$ cat src/rtl/geo_pkg.sv
// geo_pkg: shared pixel record, writer FSM states and coordinate width for the geometry unit.
package geo_pkg;
  localparam int GEO_COORD_W = 12;
  typedef struct packed {
    logic signed [GEO_COORD_W-1:0] x, y;
    logic [7:0] c;
  } geo_pixel_t;
  typedef enum logic [1:0] {PW_IDLE, PW_CALC, PW_REQ} geo_pw_state_t;
endpackage

$ cat src/rtl/geo_pixel_fifo.sv
// geo_pixel_fifo: synchronous FIFO of geo_pixel_t with push, pop, full, empty and count.
module geo_pixel_fifo
  import geo_pkg::*;
#(
  parameter int DEPTH = 4
) (
  input  logic                     clk,
  input  logic                     reset_n,
  input  logic                     push,
  input  logic                     pop,
  input  geo_pixel_t               din,
  output geo_pixel_t               dout,
  output logic                     full,
  output logic                     empty,
  output logic [$clog2(DEPTH):0]   count
);
  localparam int AW = $clog2(DEPTH);
  localparam int CW = AW + 1;
  geo_pixel_t mem [DEPTH];
  logic [AW-1:0] wr_ptr, rd_ptr;
  always_ff @(posedge clk) begin
    if (push) mem[wr_ptr] <= din;
  end
  // Power-of-two depth lets the pointers wrap by plain overflow.
  always_ff @(posedge clk or negedge reset_n) begin
    if (!reset_n) begin
      wr_ptr <= '0;
      rd_ptr <= '0;
      count  <= '0;
    end else begin
      if (push) wr_ptr <= wr_ptr + 1'b1;
      if (pop) rd_ptr <= rd_ptr + 1'b1;
      count <= count + CW'(push) - CW'(pop);
    end
  end
  assign dout  = mem[rd_ptr];
  assign full  = count == CW'(DEPTH);
  assign empty = count == '0;
endmodule

$ cat src/rtl/geo_pixel_writer.sv
// geo_pixel_writer: buffers generator pixels and issues byte-enabled 16-bit display writes.
// Optional input clipping and clip_cnt port are enabled by defining GEO_PIXEL_CLIP_EN.
module geo_pixel_writer
  import geo_pkg::*;
#(
  parameter int FIFO_DEPTH = 4,
  parameter int ADDR_W     = 20
) (
  input  logic                          clk,
  input  logic                          reset_n,
  input  logic                          pix_rdy,
  input  logic signed [GEO_COORD_W-1:0] pix_x,
  input  logic signed [GEO_COORD_W-1:0] pix_y,
  input  logic [7:0]                    color,
  input  logic [ADDR_W-1:0]             base_addr,
  input  logic [11:0]                   width,
  input  logic [11:0]                   height,
  output logic                          pause,
  output logic                          wr_req,
  output logic [ADDR_W-1:0]             wr_addr,
  output logic [1:0]                    wr_be,
  output logic [15:0]                   wr_data,
  input  logic                          wr_ack,
  output logic                          busy
`ifdef GEO_PIXEL_CLIP_EN
  ,
  output logic [15:0]                   clip_cnt
`endif
);
  geo_pw_state_t state, nxt;
  geo_pixel_t head, cur;
  logic push, pop, take, empty;
  logic [$clog2(FIFO_DEPTH):0] count;
  logic [23:0] prod;
  logic [ADDR_W-1:0] byte_addr;
`ifdef GEO_PIXEL_CLIP_EN
  logic clip;
  assign clip = pix_x[GEO_COORD_W-1] | pix_y[GEO_COORD_W-1] |
                ($unsigned(pix_x) >= width) | ($unsigned(pix_y) >= height);
  assign push = pix_rdy & ~clip;
  always_ff @(posedge clk or negedge reset_n) begin
    if (!reset_n) clip_cnt <= '0;
    else if (pix_rdy && clip && clip_cnt != 16'hFFFF) clip_cnt <= clip_cnt + 1'b1;
  end
`else
  logic unused_height;
  assign unused_height = ^height;
  assign push = pix_rdy;
`endif
  geo_pixel_fifo #(.DEPTH(FIFO_DEPTH)) u_fifo (
    .clk     (clk),
    .reset_n (reset_n),
    .push    (push),
    .pop     (pop),
    .din     ('{x: pix_x, y: pix_y, c: color}),
    .dout    (head),
    .full    (pause),
    .empty   (empty),
    .count   (count)
  );
  always_ff @(posedge clk or negedge reset_n) begin
    if (!reset_n) state <= PW_IDLE;
    else state <= nxt;
  end
  always_comb begin
    take = state == PW_IDLE || (state == PW_REQ && wr_ack);
    pop  = take && !empty;
    nxt  = state == PW_CALC ? PW_REQ : take ? (empty ? PW_IDLE : PW_CALC) : state;
  end
  // Coordinates are treated as unsigned here; clipping, when enabled, already removed negatives.
  assign prod      = 24'($unsigned(cur.y)) * 24'(width);
  assign byte_addr = base_addr + ADDR_W'(prod) + ADDR_W'($unsigned(cur.x));
  always_ff @(posedge clk or negedge reset_n) begin
    if (!reset_n) begin
      cur     <= '0;
      wr_addr <= '0;
      wr_be   <= '0;
      wr_data <= '0;
    end else begin
      if (pop) cur <= head;
      if (state == PW_CALC) begin
        wr_addr <= byte_addr >> 1;
        wr_be   <= cur.x[0] ? 2'b10 : 2'b01;
        wr_data <= {cur.c, cur.c};
      end
    end
  end
  assign wr_req = state == PW_REQ;
  assign busy   = count != '0 || state != PW_IDLE;
endmodule

$ cat config.mk
export PLATFORM = sky130hd
export DESIGN_NAME = geo_pixel_writer
export DESIGN_NICKNAME = d
export VERILOG_FILES = /design/src/rtl/geo_pkg.sv /design/src/rtl/geo_pixel_fifo.sv /design/src/rtl/geo_pixel_writer.sv
export SDC_FILE = /design/constraint.sdc
export NUM_CORES = 1
export LEC_CHECK = 0
export CAP_MARGIN = 20
export CORE_MARGIN = 2
export CORE_UTILIZATION = 45
export CTS_BUF_LIST = sky130_fd_sc_hd__clkbuf_4 sky130_fd_sc_hd__clkbuf_8 sky130_fd_sc_hd__clkbuf_16
export CTS_CLUSTER_DIAMETER = 100
export DETAILED_ROUTE_END_ITERATION = 10
export PLACE_DENSITY = 0.71
export SLEW_MARGIN = 40
export SYNTH_ARGS = -nofsm -noshare
export SYNTH_HDL_FRONTEND = slang
export SYNTH_HIERARCHICAL = 1
export SYNTH_SLANG_ARGS = --single-unit
$ cat constraint.sdc
create_clock -name clk -period 12.1 [get_ports clk]
set_clock_uncertainty 0.15 [all_clocks]
set_input_delay 3.63 -clock clk [delete_from_list [all_inputs] [get_ports clk]]
set_output_delay 3.63 -clock clk [all_outputs]
set_load 0.02 [all_outputs]
==> summary.md, run 1 <==
| Metric | Value |
|---|---|
| Core Rows | `61` |
| Max-slew violations | `0` |
| Final ANT Viol Nets | `0` |
| CTS Buf Count | `17` |
| Wire per inst | `16.7 um` |
| Clock Sinks | `198` |
| Slew headroom | `0.466` |
| Net Count, Synth | `1268` |
| Synth cell types | `49` |
| Largest stage delay, worst path | `740 ps` |
| Status | `completed` |
| Yosys top cell area share | `0.304` |
| 1st-iter DRT viols | `465` |
| Post-DP HPWL | `17900 um` |
| Clock-pin slew on the worst setup and hold paths | `90 ps` |
| Number of global-route vias before repair | `7603` |
| Mux contribution to synthesized area | `0.0821` |
| Setup bufs post-CTS | `0` |
| Fmax achieved | `103 MHz` |
| Clock Latency Late Sink | `430 ps` |
| Async SR Flop Fraction | `0.354` |
| CTS tree | `yes` |
| RSZ-0062 raised after global routing | `false` |
| Vias per cell | `4.97` |
| Cell taking the most area after synthesis | `edfxtp_1` |
| Synth Area in Simple Gates | `0.0918` |
| Post-synthesis register bit count | `198` |
| CP Capture Type | `register` |
| Dpl ws | `1970 ps` |
| # setup viols final | `0` |
| Compound-cell area share of the yosys netlist | `0.0371` |
| Area grow syn2layout | `15.4%` |
| Synth Area in Adders | `0.259` |
| XOR/XNOR Fraction of Synth Area | `0.0180` |
| Min-Delay Path Class | `register to register` |
| Root Buffer Master | `clkbuf_16` |
| Initial Util | `0.456` |
| Worst Slack Setup Final | `2370 ps` |
| Final period utilization | `0.804` |
| Post-synth EDFFs | `128` |
| Routed vias | `7332` |
| Count leader, synth | `inv_1` |
| Die Area | `29500 sq um` |
| Syn_area_per_cell | `12.6 sq um` |
| Synth top area cells | `edfxtp_1 (30%), fa_1 (19%), dfrtp_1 (14%), ha_1 (6.4%), mux4_2 (5.0%)` |
| Top_reg_cell synth | `edfxtp_1` |
| FF/Latch Area | `5600 sq um` |
| Pin count of the biggest net entering global routing | `71` |
| Seq/Total Area, Yosys | `0.442` |
| Max Cap Viol | `0` |
| Core Area | `27700 sq um` |
| Worst setup SP type | `input pin` |
| PortBufs | `107` |
| Tmin final | `9730 ps` |
| I/O Pins | `121` |
| First-pass GRT wire length | `40300 um` |
| Worst EP arrival | `9910 ps` |
| Kind of critical path | `input pin to register` |
| Pre-Repair DR Iteration Count | `5` |
| Routed WL | `24600 um` |
| Nets | `1352` |
| Main combinational cell family by area after synthesis | `adder cells` |
| N_diodes | `0` |
| Cts repair resizes | `0` |
| Worst-path cell chain | `clkdlybuf4s50_1 -> and2_1 -> fa_1 -> inv_1 -> fa_1 -> inv_1 -> fa_1 -> inv_1 -> fa_1 -> inv_1 -> fa_1 -> inv_1 -> fa_1 -> inv_1 -> ha_1 -> a21oi_1 -> o21ai_0 -> or3_1 -> o211a_1 -> o41ai_2 -> mux2_2` |
| Fillcell total | `2321` |
| Clock buffer depth | `2` |
| Initial antenna violation count | `0` |
| DRC violations left | `0` |
| Width of the die | `172 um` |
| Gr ovfl total | `0` |
| Multi-input logic area | `6190 sq um` |
| Cells after synthesis | `1000` |
| Commonest cells post-synth | `inv_1 (158), nand2_1 (140), edfxtp_1 (128)` |
| Worst Path Buf+Inv | `7` |
| Routability cong. | `0.838` |
| Count of final hold-check violations | `0` |
| Critical Path Fanout Max | `12` |
| Share of layout cells above drive strength 1 | `0.0921` |
| Synthesized cell area | `12600 sq um` |
| Chip Height | `172 um` |
| Largest delay share family, worst path | `adder cells` |
| Synth warn | `6` |
| CTS H-tree depth | `4` |
| Final setup TNS | `0 ps` |
| Hold_buf cts | `0` |
| Global Route Usage Sum | `0.178` |
| Worst Path Required | `12280 ps` |
| Worst-margin pin slew | `801 ps` |
| CP max stage cell | `clkdlybuf4s50_1` |
-- kinds of logic (layout without fill, tap and decap cells) --
kind of cell	after synthesis	count (layout)
other	1	1
AO/OA/AOI/OAI	73	73
buffers and inverters	208	305
multiplexers	59	59
AND/OR/NAND/NOR	247	247
flip-flops	198	198
adder cells (fa/ha/maj)	188	188
XOR/XNOR	26	26
-- layout make-up --
class | count | share of cell area
flip-flops and latches | 198 | 0.384
well taps | 378 | 0.0324
clock inverters | 14 | 0.0118
inverters | 158 | 0.0406
multi-input cells | 594 | 0.424
repair buffers | 115 | 0.0774
clock buffers | 18 | 0.0297
-- sequential cells by signal, summed over array words and instances, names as in the netlist --
register / flops
u_fifo/rd_ptr: 2
state: 2
u_fifo/mem: 128
u_fifo/wr_ptr: 2
wr_addr: 19
cur: 32
u_fifo/count: 3
wr_data: 8
wr_be: 2
-- worst min-delay path: cells and delay by family, from the launching register on --
| kind | cells | cell delay (ps) |
|---|---|---|
| flip-flops | 1 | 340 |
| AND/OR/NAND/NOR | 2 | 100 |
-- through the flow --
step	instances	cell area (sq um)	hold WS [ps]	utilization
finish	1475	14600	318	0.527
global route	1475	14600	350	0.527
CTS	1475	14600	326	0.527
detailed placement	1443	14000	307	0.505
global placement	1443	14000	297	0.504
floorplan	1000	12600	285	-
-- worst paths after layout --
kind	to	depth (start not counted)	slack [ps]	from
setup / recovery	wr_addr[17]	21	2370	width[1]
hold / removal	wr_data[14]	2	320	cur[6]
setup reg to reg	wr_addr[17]	20	5780	cur[15]
hold reg to reg	wr_data[14]	2	320	cur[6]
max in group asynchronous	u_fifo/rd_ptr[1]	2	8190	reset_n
min in group asynchronous	u_fifo/wr_ptr[0]	2	3120	reset_n
-- per-layer routing --
layer | vias to the layer above | wire, um | share of wire | track usage
li1 | 3427 | - | - | -
met1 | 3738 | 11600 | 0.47 | 0.255
met2 | 147 | 11700 | 0.47 | 0.285
met3 | 20 | 1050 | 0.043 | 0.0320
met4 | 0 | 295 | 0.012 | 0.0427
met5 | - | 0 | 0 | 0
-- cells in the final DEF, fill, tap and decap left out, types with 3 or more instances in the layout --
cell             count
nor3_1               4
mux4_2              28
o211ai_1             3
dfrtp_1             68
ha_1                65
inv_1              158
nand3_1              3
edfxtp_1           128
nor2_1              11
clkbuf_16           17
xnor2_1             13
o21a_1               4
a21o_1               6
clkdlybuf4s50_1    106
mux4_1               4
o21ai_0             29
nand2_1            140
inv_6                3
mux2_2              26
clkinv_8             3
inv_8                5
buf_4                7
fa_1               123
a21oi_1             14
and2_1              73
xor2_1              13
Power of run 1 is left out: the tool's default activity adds up to more than one toggle a clock period on the data nets, which glitch-free logic cannot reach.
==> inputs of run 2 (changes only) <==
--- a/config.mk
+++ b/config.mk
@@ -11,7 +11,7 @@
 export CTS_BUF_LIST = sky130_fd_sc_hd__clkbuf_4 sky130_fd_sc_hd__clkbuf_8 sky130_fd_sc_hd__clkbuf_16
 export CTS_CLUSTER_DIAMETER = 100
 export DETAILED_ROUTE_END_ITERATION = 10
-export PLACE_DENSITY = 0.71
+export PLACE_DENSITY = 0.74
 export SLEW_MARGIN = 40
 export SYNTH_ARGS = -nofsm -noshare
 export SYNTH_HDL_FRONTEND = slang
==> constraint.sdc (replaced) <==
create_clock -name clk -period 7.86 [get_ports clk]
set_clock_uncertainty 0.15 [all_clocks]
set_input_delay 2.358 -clock clk [delete_from_list [all_inputs] [get_ports clk]]
set_output_delay 2.358 -clock clk [all_outputs]
set_load 0.02 [all_outputs]
==> run 2 against run 1 <==
Critical path depth fell by 3. Core utilization grew 1.5 points. Clock-buffer cell count is the same. First-iteration DRC count is 9.7% higher. Setup slack worse by 2200 ps. Non-clock buffer count grew 49. Register-to-register slack worse by 4100 ps. Wire length rose by 5.2%. Critical path type unchanged.
==> summary.md, run 2 (synthesis gave the netlist of run 1 again) <==
| Metric | Value |
|---|---|
| Clock-pin slew on the worst setup and hold paths | `90 ps` |
| CTS tree | `yes` |
| Hold Path Stages | `2` |
| Worst Hold Endpoint | `wr_data[7]` |
| Share of layout cells above drive strength 1 | `0.139` |
| Dpl ws | `-647 ps` |
| Number of global-route vias before repair | `8059` |
| CTS H-tree depth | `4` |
| Fillcell total | `2277` |
| Setup slack, reg-to-reg | `1660 ps` |
| Gr ovfl total | `0` |
| Count of final hold-check violations | `0` |
| Max Cap Viol | `0` |
| Nets | `1401` |
| Largest stage delay, worst path | `510 ps` |
| Worst-margin pin slew | `753 ps` |
| Routed vias | `7583` |
| DRC violations left | `0` |
| Hold Startpoint | `cur[7]` |
| Hold_buf cts | `0` |
| Critical Path Fanout Max | `7` |
| Clock buffer depth | `2` |
| N_diodes | `0` |
| Routed WL | `25900 um` |
| CTS Buf Count | `17` |
| Max FFs per register | `128` |
| Post-DP Area | `14300 sq um` |
| Wire per inst | `17.0 um` |
| Final period utilization | `0.983` |
| Biggest regs | `u_fifo/mem x128, cur x32, wr_addr x19` |
| Largest register by flop count | `u_fifo/mem` |
| Final ANT Viol Nets | `0` |
| Slew headroom | `0.498` |
| CP max stage cell | `fa_1` |
| Pre-Repair DR Iteration Count | `4` |
| Hold WS | `322 ps` |
| Most frequent cells in the layout | `inv_1 (158), nand2_1 (139), edfxtp_1 (128)` |
| Routability cong. | `0.837` |
| Post-DP HPWL | `18800 um` |
| Core Rows | `61` |
| CP Capture Type | `register` |
| Setup bufs post-CTS | `0` |
| PortBufs | `107` |
| Pin count of the biggest net entering global routing | `71` |
| R2R depth | `20` |
| Kind of critical path | `input pin to register` |
| Cell mode on critical path | `fa_1` |
| Fmax achieved | `129 MHz` |
| Worst Slack Setup Final | `131 ps` |
| Worst-path cell chain | `clkdlybuf4s50_1 -> buf_6 -> nand2_2 -> fa_1 -> fa_1 -> inv_1 -> fa_1 -> fa_1 -> fa_1 -> inv_1 -> fa_1 -> inv_1 -> ha_4 -> a221o_1 -> or3_4 -> o211a_1 -> o41ai_2 -> mux2_2` |
| Min-Delay Path Class | `register to register` |
| Worst Path Required | `8040 ps` |
| RR Endpoint | `wr_addr[17]` |
| Commonest non-fill, non-tap cell in the layout | `inv_1` |
| Core Area | `27700 sq um` |
| Initial Util | `0.456` |
| RSZ-0062 raised after global routing | `false` |
| Width of the die | `172 um` |
| Status | `completed` |
| Clock Latency Late Sink | `430 ps` |
| Clock Sinks | `198` |
| Chip Height | `172 um` |
| Design area | `15000 sq um` |
| Global Route Usage Sum | `0.188` |
| Worst setup SP type | `input pin` |
| Die Area | `29500 sq um` |
| # setup viols final | `0` |
| Reg-to-reg startpoint | `cur[15]` |
| Worst EP arrival | `7910 ps` |
| First-pass GRT wire length | `42200 um` |
| Vias per cell | `4.98` |
| Root Buffer Master | `clkbuf_16` |
| Max-slew violations | `0` |
| Initial antenna violation count | `0` |
| Setup crit start | `width[5]` |
| I/O Pins | `121` |
| 1st-iter DRT viols | `510` |
| Area grow syn2layout | `18.7%` |
| Tmin final | `7730 ps` |
-- run 2: final cells by class --
type / count / area (sq um) / share of cell area
inverters: 158 / 593 / 0.0395
flip-flops and latches: 198 / 5600 / 0.373
multi-input cells: 594 / 6230 / 0.415
repair buffers: 164 / 1510 / 0.100
clock buffers: 18 / 433 / 0.0288
well taps: 378 / 473 / 0.0315
clock inverters: 14 / 178 / 0.0118
-- run 2: worst max-delay path: cells and delay by family --
kind | cells | cell delay, ps
AND/OR/NAND/NOR | 2 | 390
AO/OA/AOI/OAI | 3 | 870
multiplexers | 1 | 370
adder cells (fa/ha/maj) | 7 | 3150
buffers and inverters | 5 | 760
-- run 2: repair_timing --
action	in CTS	in global routing
endpoints found under the setup margin	2	3
pin swaps	0	10
gates resized for setup	3	23
-- run 2: worst max-delay path by stage --
stage / end / slack (ps) / cells after the start
3_3_place_gp: wr_addr[17] / -680 / 21
3_5_place_dp: wr_addr[17] / -650 / 21
5_1_grt: wr_addr[17] / 10 / 17
4_1_cts: wr_addr[17] / 6 / 17
2_1_floorplan: wr_addr[17] / 60 / 21
6_report: wr_addr[17] / 130 / 18
-- run 2: routing by layer --
| layer | vias up | global-route usage | part of all wire |
|---|---|---|---|
| met2 | 169 | 0.306 | 0.48 |
| met5 | - | 0 | 0 |
| met3 | 30 | 0.0322 | 0.046 |
| li1 | 3537 | - | - |
| met1 | 3847 | 0.261 | 0.45 |
| met4 | 0 | 0.0564 | 0.019 |
-- run 2: per-stage QoR --
stage,utilization,instances,TNS (ps)
2_1_floorplan,-,1000,0
3_3_place_gp,0.518,1492,-3300
3_5_place_dp,0.518,1492,-3440
4_1_cts,0.540,1524,0
5_1_grt,0.542,1524,0
6_report,0.542,1524,0
Power of run 2 is left out for the same reason.
